[src/rtl/guess_entry_pkg.sv]
// Shared constants and types for the guess entry block: digit codes, FSM states, buffer depth.
package guess_entry_pkg;

  localparam int unsigned DIGIT_W            = 3;
  localparam int unsigned MAX_DIGITS_DEFAULT = 5;

  localparam logic [DIGIT_W-1:0] DIGIT_NONE = DIGIT_W'(0);
  localparam logic [DIGIT_W-1:0] DIGIT_1    = DIGIT_W'(1);
  localparam logic [DIGIT_W-1:0] DIGIT_2    = DIGIT_W'(2);
  localparam logic [DIGIT_W-1:0] DIGIT_3    = DIGIT_W'(3);
  localparam logic [DIGIT_W-1:0] DIGIT_4    = DIGIT_W'(4);

  typedef enum logic [1:0] {
    ST_EMPTY,
    ST_ENTRY,
    ST_FULL,
    ST_OFFER
  } state_t;

endpackage

[src/rtl/guess_entry_button_debounce.sv]
// One raw button: 2-flop synchronizer, counting debouncer, registered press pulse on debounced rise.
module button_debounce #(
  parameter int unsigned DEBOUNCE_CYCLES = 4
) (
  input  logic clk,
  input  logic reset,
  input  logic i_raw,
  output logic o_rise
);

  localparam int unsigned CW = $clog2(DEBOUNCE_CYCLES + 1);

  logic          r_sync1;
  logic          r_sync2;
  logic          r_level;
  logic          r_rise;
  logic [CW-1:0] r_cnt;

  // Level flips after DEBOUNCE_CYCLES consecutive differing samples; a matching sample restarts the count.
  always_ff @(posedge clk) begin
    if (!reset) begin
      r_sync1 <= 1'b0;
      r_sync2 <= 1'b0;
      r_level <= 1'b0;
      r_rise  <= 1'b0;
      r_cnt   <= '0;
    end else begin
      r_sync1 <= i_raw;
      r_sync2 <= r_sync1;
      r_rise  <= 1'b0;
      if (r_sync2 != r_level) begin
        if (r_cnt == CW'(DEBOUNCE_CYCLES - 1)) begin
          r_level <= r_sync2;
          r_rise  <= r_sync2;
          r_cnt   <= '0;
        end else begin
          r_cnt <= CW'(r_cnt + CW'(1));
        end
      end else begin
        r_cnt <= '0;
      end
    end
  end

  assign o_rise = r_rise;

endmodule

[src/rtl/guess_entry.sv]
// Collects debounced digit presses into a packed guess buffer and offers it on enter via valid/ready.
module guess_entry
  import guess_entry_pkg::*;
#(
  parameter int unsigned DEBOUNCE_CYCLES = 4,
  parameter int unsigned MAX_DIGITS      = MAX_DIGITS_DEFAULT
) (
  input  logic                          clk,
  input  logic                          reset,
  input  logic                          I1,
  input  logic                          I2,
  input  logic                          I3,
  input  logic                          I4,
  input  logic                          enter,
  output logic [DIGIT_W*MAX_DIGITS-1:0] guess,
  output logic [2:0]                    count,
  output logic                          guess_valid,
  input  logic                          guess_ready,
  output logic                          overflow,
  output logic                          busy
);

  localparam int unsigned GW = DIGIT_W * MAX_DIGITS;

  logic [4:0]         w_raw;
  logic [4:0]         w_ev;
  logic [DIGIT_W-1:0] w_digit;
  logic               w_digit_hit;
  logic               w_enter;

  state_t             r_state;
  state_t             w_state_nxt;
  logic [GW-1:0]      r_guess;
  logic [GW-1:0]      w_guess_nxt;
  logic [2:0]         r_count;
  logic [2:0]         w_count_nxt;
  logic               r_ovf;
  logic               w_ovf_nxt;
  logic               r_valid;
  logic               r_busy;
  int unsigned        w_shift;

  assign w_raw = {enter, I4, I3, I2, I1};

  for (genvar gi = 0; gi < 5; gi++) begin : g_btn
    button_debounce #(
      .DEBOUNCE_CYCLES(DEBOUNCE_CYCLES)
    ) u_btn (
      .clk   (clk),
      .reset (reset),
      .i_raw (w_raw[gi]),
      .o_rise(w_ev[gi])
    );
  end

  // Simultaneous digit presses resolve to the lowest-numbered button.
  always_comb begin
    w_digit = DIGIT_NONE;
    if (w_ev[0])      w_digit = DIGIT_1;
    else if (w_ev[1]) w_digit = DIGIT_2;
    else if (w_ev[2]) w_digit = DIGIT_3;
    else if (w_ev[3]) w_digit = DIGIT_4;
  end

  assign w_digit_hit = (w_digit != DIGIT_NONE);
  assign w_enter     = w_ev[4];

  always_comb begin
    w_state_nxt = r_state;
    w_guess_nxt = r_guess;
    w_count_nxt = r_count;
    w_ovf_nxt   = 1'b0;
    w_shift     = 0;
    case (r_state)
      ST_EMPTY, ST_ENTRY: begin
        // Digit lands before enter is evaluated so a same-cycle enter includes it.
        if (w_digit_hit) begin
          w_shift     = DIGIT_W * (MAX_DIGITS - 1 - 32'(r_count));
          w_guess_nxt = r_guess | (GW'(w_digit) << w_shift);
          w_count_nxt = r_count + 3'd1;
        end
        if (w_enter && (w_count_nxt != 3'd0))      w_state_nxt = ST_OFFER;
        else if (w_count_nxt == 3'(MAX_DIGITS))    w_state_nxt = ST_FULL;
        else if (w_count_nxt != 3'd0)              w_state_nxt = ST_ENTRY;
        else                                       w_state_nxt = ST_EMPTY;
      end
      ST_FULL: begin
        w_ovf_nxt = w_digit_hit;
        if (w_enter) w_state_nxt = ST_OFFER;
      end
      ST_OFFER: begin
        if (guess_ready) begin
          w_state_nxt = ST_EMPTY;
          w_guess_nxt = '0;
          w_count_nxt = 3'd0;
        end
      end
      default: begin
        w_state_nxt = ST_EMPTY;
        w_guess_nxt = '0;
        w_count_nxt = 3'd0;
      end
    endcase
  end

  always_ff @(posedge clk) begin
    if (!reset) begin
      r_state <= ST_EMPTY;
      r_guess <= '0;
      r_count <= 3'd0;
      r_ovf   <= 1'b0;
      r_valid <= 1'b0;
      r_busy  <= 1'b0;
    end else begin
      r_state <= w_state_nxt;
      r_guess <= w_guess_nxt;
      r_count <= w_count_nxt;
      r_ovf   <= w_ovf_nxt;
      r_valid <= (w_state_nxt == ST_OFFER);
      r_busy  <= (w_state_nxt != ST_EMPTY);
    end
  end

  assign guess       = r_guess;
  assign count       = r_count;
  assign guess_valid = r_valid;
  assign overflow    = r_ovf;
  assign busy        = r_busy;

endmodule

[config.mk]
export PLATFORM = sky130hd
export DESIGN_NAME = guess_entry
export DESIGN_NICKNAME = d
export VERILOG_FILES = /design/src/rtl/guess_entry_pkg.sv /design/src/rtl/guess_entry_button_debounce.sv /design/src/rtl/guess_entry.sv
export SDC_FILE = /design/constraint.sdc
export NUM_CORES = 1
export LEC_CHECK = 0
export CAP_MARGIN = 20
export CORE_MARGIN = 2
export CORE_UTILIZATION = 35
export CTS_CLUSTER_SIZE = 30
export DETAILED_ROUTE_END_ITERATION = 10
export SLEW_MARGIN = 15
export SYNTH_ARGS = -nofsm -noshare
export SYNTH_HDL_FRONTEND = slang
export SYNTH_SLANG_ARGS = --single-unit
[constraint.sdc]
create_clock -name clk -period 7.45 [get_ports clk]
set_input_delay 2.235 -clock clk [delete_from_list [all_inputs] [get_ports clk]]
set_output_delay 2.235 -clock clk [all_outputs]
set_load 0.05 [all_outputs]
==> flow_summary.json, run 1 <==
{
  "cts.sinks": 58,
  "startpoint_type": "flip-flop",
  "cp.depth": 1,
  "hpwl_mm": 3.70,
  "hold_viol": 0,
  "cp_max_fo": 23,
  "pin_count": 29,
  "vias_per_cell": 4.83,
  "synth_top_area_share_pct": 43.7,
  "hold_ws_ns": 0.418,
  "hold_buffers": 0,
  "antenna_found_initial": 0,
  "routed_wl_mm": 5.07,
  "worstPathCellList": "clkdlybuf4s50_1",
  "synth_flop_cell": "dfxtp_1",
  "yosysWarnings": 0,
  "placed_area_sq_um": 2980,
  "first_iter_violations": 125,
  "grt_max_degree": 24,
  "worstPathRequired_ns": 5.22,
  "p_seq_share_pct": 51.1,
  "worst-setup-path-type": "reg2out",
  "timing.rr.end": "guess[2]$_SDFFE_PN0P_",
  "status": "finished, final reports clean",
  "powerDensity_nw_per_um2": 194,
  "drcViolationCount": 0,
  "crit_end": "count[0]",
  "worst-path-buf-inv": 1,
  "initial_core_util_pct": 36.4,
  "final_cells": 414,
  "port_buffers": 28,
  "clk_pin_slew_ns": 0.07,
  "synth_top_cells_by_count": "dfxtp_1 (58), nor2_1 (35), nand2_1 (22)",
  "slew_violations": 0,
  "clock_tree.root_cell": "clkbuf_8",
  "grt_pass1_wl_mm": 8.69,
  "crit_slowest_cell": "clkdlybuf4s50_1",
  "rsz0062_at_grt": "no",
  "pwr-share-clk_pct": 46.9,
  "max-cap-violations": 0,
  "max-slew-margin-rel_pct": 47.6,
  "grt_overflow": 0,
  "final_util_pct": 43.7,
  "place_ws_ns": 3.35,
  "antennaDiodeCount": 0,
  "worst-slew-pin-transition_ns": 0.785,
  "max_stage_delay_ns": 0.94,
  "worstPathArrival_ns": 2.10,
  "synthToLayoutAreaGrowth_pct": 19.9,
  "cts_buffer_depth": 2,
  "post_drt_wl_per_cell_microns": 12.2,
  "fp-row-count": 31,
  "power_switching_mw": 0.125,
  "ff2ff_path_depth": 11,
  "synth_edf_count": 0,
  "comb_power_share_pct": 2.1,
  "route.vias.total": 2000,
  "fin_total_pwr_mw": 0.617,
  "internal-power_mw": 0.492,
  "fin_ws_ns": 3.11,
  "setup_viol": 0,
  "min_period_over_period_pct": 58.2,
  "die_x_microns": 91.1,
  "cts-buffers-inserted": 9,
  "place_inst": 398,
  "tritoncts": "yes",
  "nets": 335,
  "post_cts_buffers": 0,
  "ant_nets": 0,
  "async_flop_share_pct": 0,
  "cts_resized": 0,
  "setup_tns_ns": 0,
  "netlist_area_sq_um": 2660,
  "cts_max_level": 3,
  "ir_worst_vdd_mv": 0.159,
  "drive_gt1_share_pct": 8.89,
  "fmax_ghz": 0.231,
  "synth.net_count": 309,
  "grt_pass1_vias": 1839,
  "yosysUniqueCellTypes": 58,
  "synth_area_per_cell_sq_um": 9.35,
  "cp-end-kind": "primary output",
  "r2r_slack_ns": 3.74,
  "syn_inst": 284,
  "finalCriticalPeriod_ns": 4.34,
  "core_sq_um": 7290,
  "synth_area_leaders": "dfxtp_1 (44%), ha_1 (7.5%), nor2_1 (4.9%), nand2_1 (3.1%), inv_1 (2.8%)",
  "fillers": 751,
  "yosys.area.top_type": "dfxtp_1",
  "drt_pre_antenna_iters": 4,
  "die_area_sq_um": 8300,
  "worstSetupStartpoint": "count[0]$_SDFFE_PN0P_",
  "crit_family": "buffers and inverters",
  "chipHeight_microns": 91.1,
  "track_usage_pct": 13.0,
  "clk_latency_ns": 0.33,
  "yosysMostFrequentCell": "dfxtp_1",
  "globalplace.congestion": 0.810,
  "finalClockSkew_ns": 0.00744,
  "ys_seq_area_share_pct": 43.7,
  "leakage_nw": 1.17,
  "netSwitchingFraction_pct": 20.3,
  "worst_r2r_startpoint": "count[0]$_SDFFE_PN0P_",
  "ys_seq_elements": 58,
  "final_area_sq_um": 3180,
  "min-delay-path-class": "reg2reg"
}
-- how the worst min path moves through the flow --
stage                                                   from                                 end  slack (ns)  cells past startpoint
after floorplan           g_btn[0].u_btn.r_cnt[0]$_SDFF_PP0_  g_btn[0].u_btn.r_cnt[0]$_SDFF_PP0_        0.40                      1
after global placement    g_btn[4].u_btn.r_cnt[0]$_SDFF_PP0_  g_btn[4].u_btn.r_cnt[0]$_SDFF_PP0_        0.41                      1
after detailed placement  g_btn[0].u_btn.r_cnt[0]$_SDFF_PP0_  g_btn[0].u_btn.r_cnt[0]$_SDFF_PP0_        0.41                      1
after CTS                 g_btn[0].u_btn.r_cnt[0]$_SDFF_PP0_  g_btn[0].u_btn.r_cnt[0]$_SDFF_PP0_        0.42                      1
after global routing      g_btn[0].u_btn.r_cnt[0]$_SDFF_PP0_  g_btn[0].u_btn.r_cnt[0]$_SDFF_PP0_        0.43                      1
final                     g_btn[0].u_btn.r_cnt[0]$_SDFF_PP0_  g_btn[0].u_btn.r_cnt[0]$_SDFF_PP0_        0.42                      1
-- power groups by stage --
stage / Sequential [mW] / Clock, mW / Combinational, mW
3_5_place_dp: 0.322 / 0 / 0.0130
5_1_grt: 0.315 / 0.313 / 0.0147
3_3_place_gp: 0.322 / 0 / 0.0129
2_1_floorplan: 0.322 / 0 / 0.00828
4_1_cts: 0.315 / 0.299 / 0.0130
6_report: 0.315 / 0.289 / 0.0128
-- per-layer routing --
metal / track usage [%] / share of wire, % / routed length, microns
met1: 16.1 / 47 / 2410
met2: 21.5 / 48 / 2430
met5: 0 / 0 / 0
met4: 2.15 / 0.18 / 9
met3: 5.56 / 4.5 / 230
-- kinds of logic (layout without fill, tap and decap cells) --
family          Yosys count  in the layout  synth area share, %
buf+inv                  33             64                 5.89
fa+ha+maj                17             17                 8.29
flops                    58             58                 43.7
simple gates            108            108                 21.8
xor+xnor                  8              8                 2.64
compound gates           55             55                 15.7
mux                       5              5                 1.89
-- layout by cell type, fill, tap and decap left out, drive strengths merged, types with 2 or more instances in the layout --
cell type	count
xor2	2
nor2b	5
clkdlybuf4s50	28
nor3	8
nor4	2
and2	11
nor2	35
o31ai	6
inv	20
xnor2	6
nand4b	2
o211ai	4
o21a	2
o41ai	3
nand2	22
and4b	5
clkbuf	12
nand3b	2
o21ai	11
a31oi	2
nor3b	2
ha	16
mux2i	5
clkinvlp	2
a21oi	12
or3	5
o2111ai	2
dfxtp	58
nand2b	4
-- cell type report --
cell class                 instances  area, sq um  area share [%]
clock buffer                      12          155            4.87
clock inverter                     4         50.0            1.57
inverter                          20         75.1            2.36
multi-input combinational        193         1340            42.0
sequential                        58         1160            36.5
tap                               99          124            3.89
timing repair buffer              28          280            8.81
-- registers in the layout (all words and copies together), names as in the netlist --
register and count:
count 3, g_btn.u_btn.r_cnt 15, guess_valid 1, g_btn.u_btn.r_sync1 5, r_state 2, g_btn.u_btn.r_sync2 5, g_btn.u_btn.o_rise 5, overflow 1
g_btn.u_btn.r_level 5, busy 1, guess 15
Note: power is estimated with default switching activity, not from simulation.
==> inputs of run 2 (changes only) <==
==> constraint.sdc (replaced) <==
create_clock -name clk -period 4.4 [get_ports clk]
set_input_delay 1.32 -clock clk [delete_from_list [all_inputs] [get_ports clk]]
set_output_delay 1.32 -clock clk [all_outputs]
set_load 0.05 [all_outputs]
==> run 2 against run 1 <==
Effect of this change:
- register-to-register slack worse by 2.5 ns
- first-iteration DRC count down 9.6%
- global-route usage up 0.52 points
- critical path type unchanged
- largest cell class unchanged
- via count up 1.0%
- core utilization up 0.052 points
- highest routed layer unchanged
==> flow_summary.json, run 2 (synthesized netlist as in run 1, its figures left out) <==
{
  "status": "finished, final reports clean",
  "grt_pass1_wl_mm": 8.93,
  "grt_pass1_vias": 1950,
  "antenna_found_initial": 0,
  "core_sq_um": 7290,
  "worst-path-buf-inv": 1,
  "post_drt_wl_per_cell_microns": 12.3,
  "final_area_sq_um": 3190,
  "post_cts_buffers": 0,
  "cp-end-kind": "primary output",
  "cts_resized": 0,
  "setup_tns_ns": 0,
  "max_stage_delay_ns": 0.92,
  "worst-setup-path-type": "reg2out",
  "final_util_pct": 43.7,
  "nets": 336,
  "fp-row-count": 31,
  "initial_core_util_pct": 36.4,
  "crit_family": "buffers and inverters",
  "cts_buffer_depth": 2,
  "track_usage_pct": 13.5,
  "vias_per_cell": 4.87,
  "cts_max_level": 3,
  "antennaDiodeCount": 0,
  "chipHeight_microns": 91.1,
  "worstPathRequired_ns": 3.08,
  "hold_viol": 0,
  "powerDensity_nw_per_um2": 327,
  "cts-buffers-inserted": 9,
  "crit_slowest_cell": "clkdlybuf4s50_1",
  "mostFrequentLayoutCell": "dfxtp_1",
  "max-slew-margin-rel_pct": 55.0,
  "die_area_sq_um": 8300,
  "min_period_over_period_pct": 74.0,
  "clk_latency_ns": 0.34,
  "routed_wl_mm": 5.09,
  "pin_count": 29,
  "synthToLayoutAreaGrowth_pct": 20.0,
  "cp_max_fo": 14,
  "cts.sinks": 58,
  "route.vias.total": 2020,
  "ir_worst_vdd_mv": 0.280,
  "drt_pre_antenna_iters": 4,
  "multi_input_area_sq_um": 1340,
  "finalClockSkew_ns": 0.00993,
  "clock_tree.root_cell": "clkbuf_8",
  "worstPathCellList": "clkdlybuf4s50_1",
  "hold_ws_ns": 0.423,
  "port_buffers": 28,
  "setup_viol": 0,
  "worstSetupStartpoint": "count[2]$_SDFFE_PN0P_",
  "placed_area_sq_um": 2990,
  "worstPathArrival_ns": 1.93,
  "layout_common_cells": "dfxtp_1 (58), nor2_1 (35), clkdlybuf4s50_1 (28)",
  "hold_buffers": 0,
  "first_iter_violations": 113,
  "die_x_microns": 91.1,
  "worst_r2r_startpoint": "count[0]$_SDFFE_PN0P_",
  "ant_nets": 0,
  "clk_pin_slew_ns": 0.07,
  "finalCriticalPeriod_ns": 3.25,
  "leakage_nw": 1.18,
  "worst-slew-pin-transition_ns": 0.670,
  "grt_max_degree": 24,
  "r2r_slack_ns": 1.24,
  "fmax_ghz": 0.307,
  "drive_gt1_share_pct": 9.49,
  "hpwl_mm": 3.72,
  "max-cap-violations": 0,
  "fillers": 748,
  "tritoncts": "yes",
  "startpoint_type": "flip-flop",
  "grt_overflow": 0,
  "rsz0062_at_grt": "no",
  "fin_total_pwr_mw": 1.04,
  "globalplace.congestion": 0.845,
  "min-delay-path-class": "reg2reg",
  "slew_violations": 0,
  "hold_start": "g_btn[1].u_btn.r_cnt[0]$_SDFF_PP0_",
  "drcViolationCount": 0,
  "seqCellArea_sq_um": 1160
}
==> run 2: path summary, 6_finish.rpt <==
path,endpoint,cells after the start
max,count[2],1
min,g_btn[1].u_btn.r_cnt[0]$_SDFF_PP0_,1
max reg2reg,guess[2]$_SDFFE_PN0P_,12
min reg2reg,g_btn[1].u_btn.r_cnt[0]$_SDFF_PP0_,1
==> run 2: through the flow <==
step                      std cells  worst slack [ns]
after floorplan                 284              1.14
after global placement          399              1.15
after detailed placement        399              1.13
after CTS                       415              1.12
after global routing            415             0.931
final                           415              1.15
==> run 2: area by class of cell <==
type                    instances  area share, %
flip-flops and latches         58           36.4
clock inverters                 7           2.43
inverters                      20           2.36
repair buffers                 29           9.03
multi-input cells             193           42.0
well taps                      99           3.89
clock buffers                   9           3.89
==> run 2: per-layer routing <==
layer  vias up  GRT usage (%)  share of wire, %
met4         0           6.44              0.86
li1       1042              -                 -
met1       918           16.1                46
met5         -              0                 0
met3         4           5.06               6.0
met2        56           21.5                47
==> run 2: power by group <==
group,switching (mW),internal (mW),leakage (nW),total (mW)
Sequential,0.00268,0.531,0.470,0.533
Clock,0.221,0.265,0.0998,0.486
Combinational,0.0113,0.0106,0.611,0.0219
Total,0.235,0.806,1.18,1.04
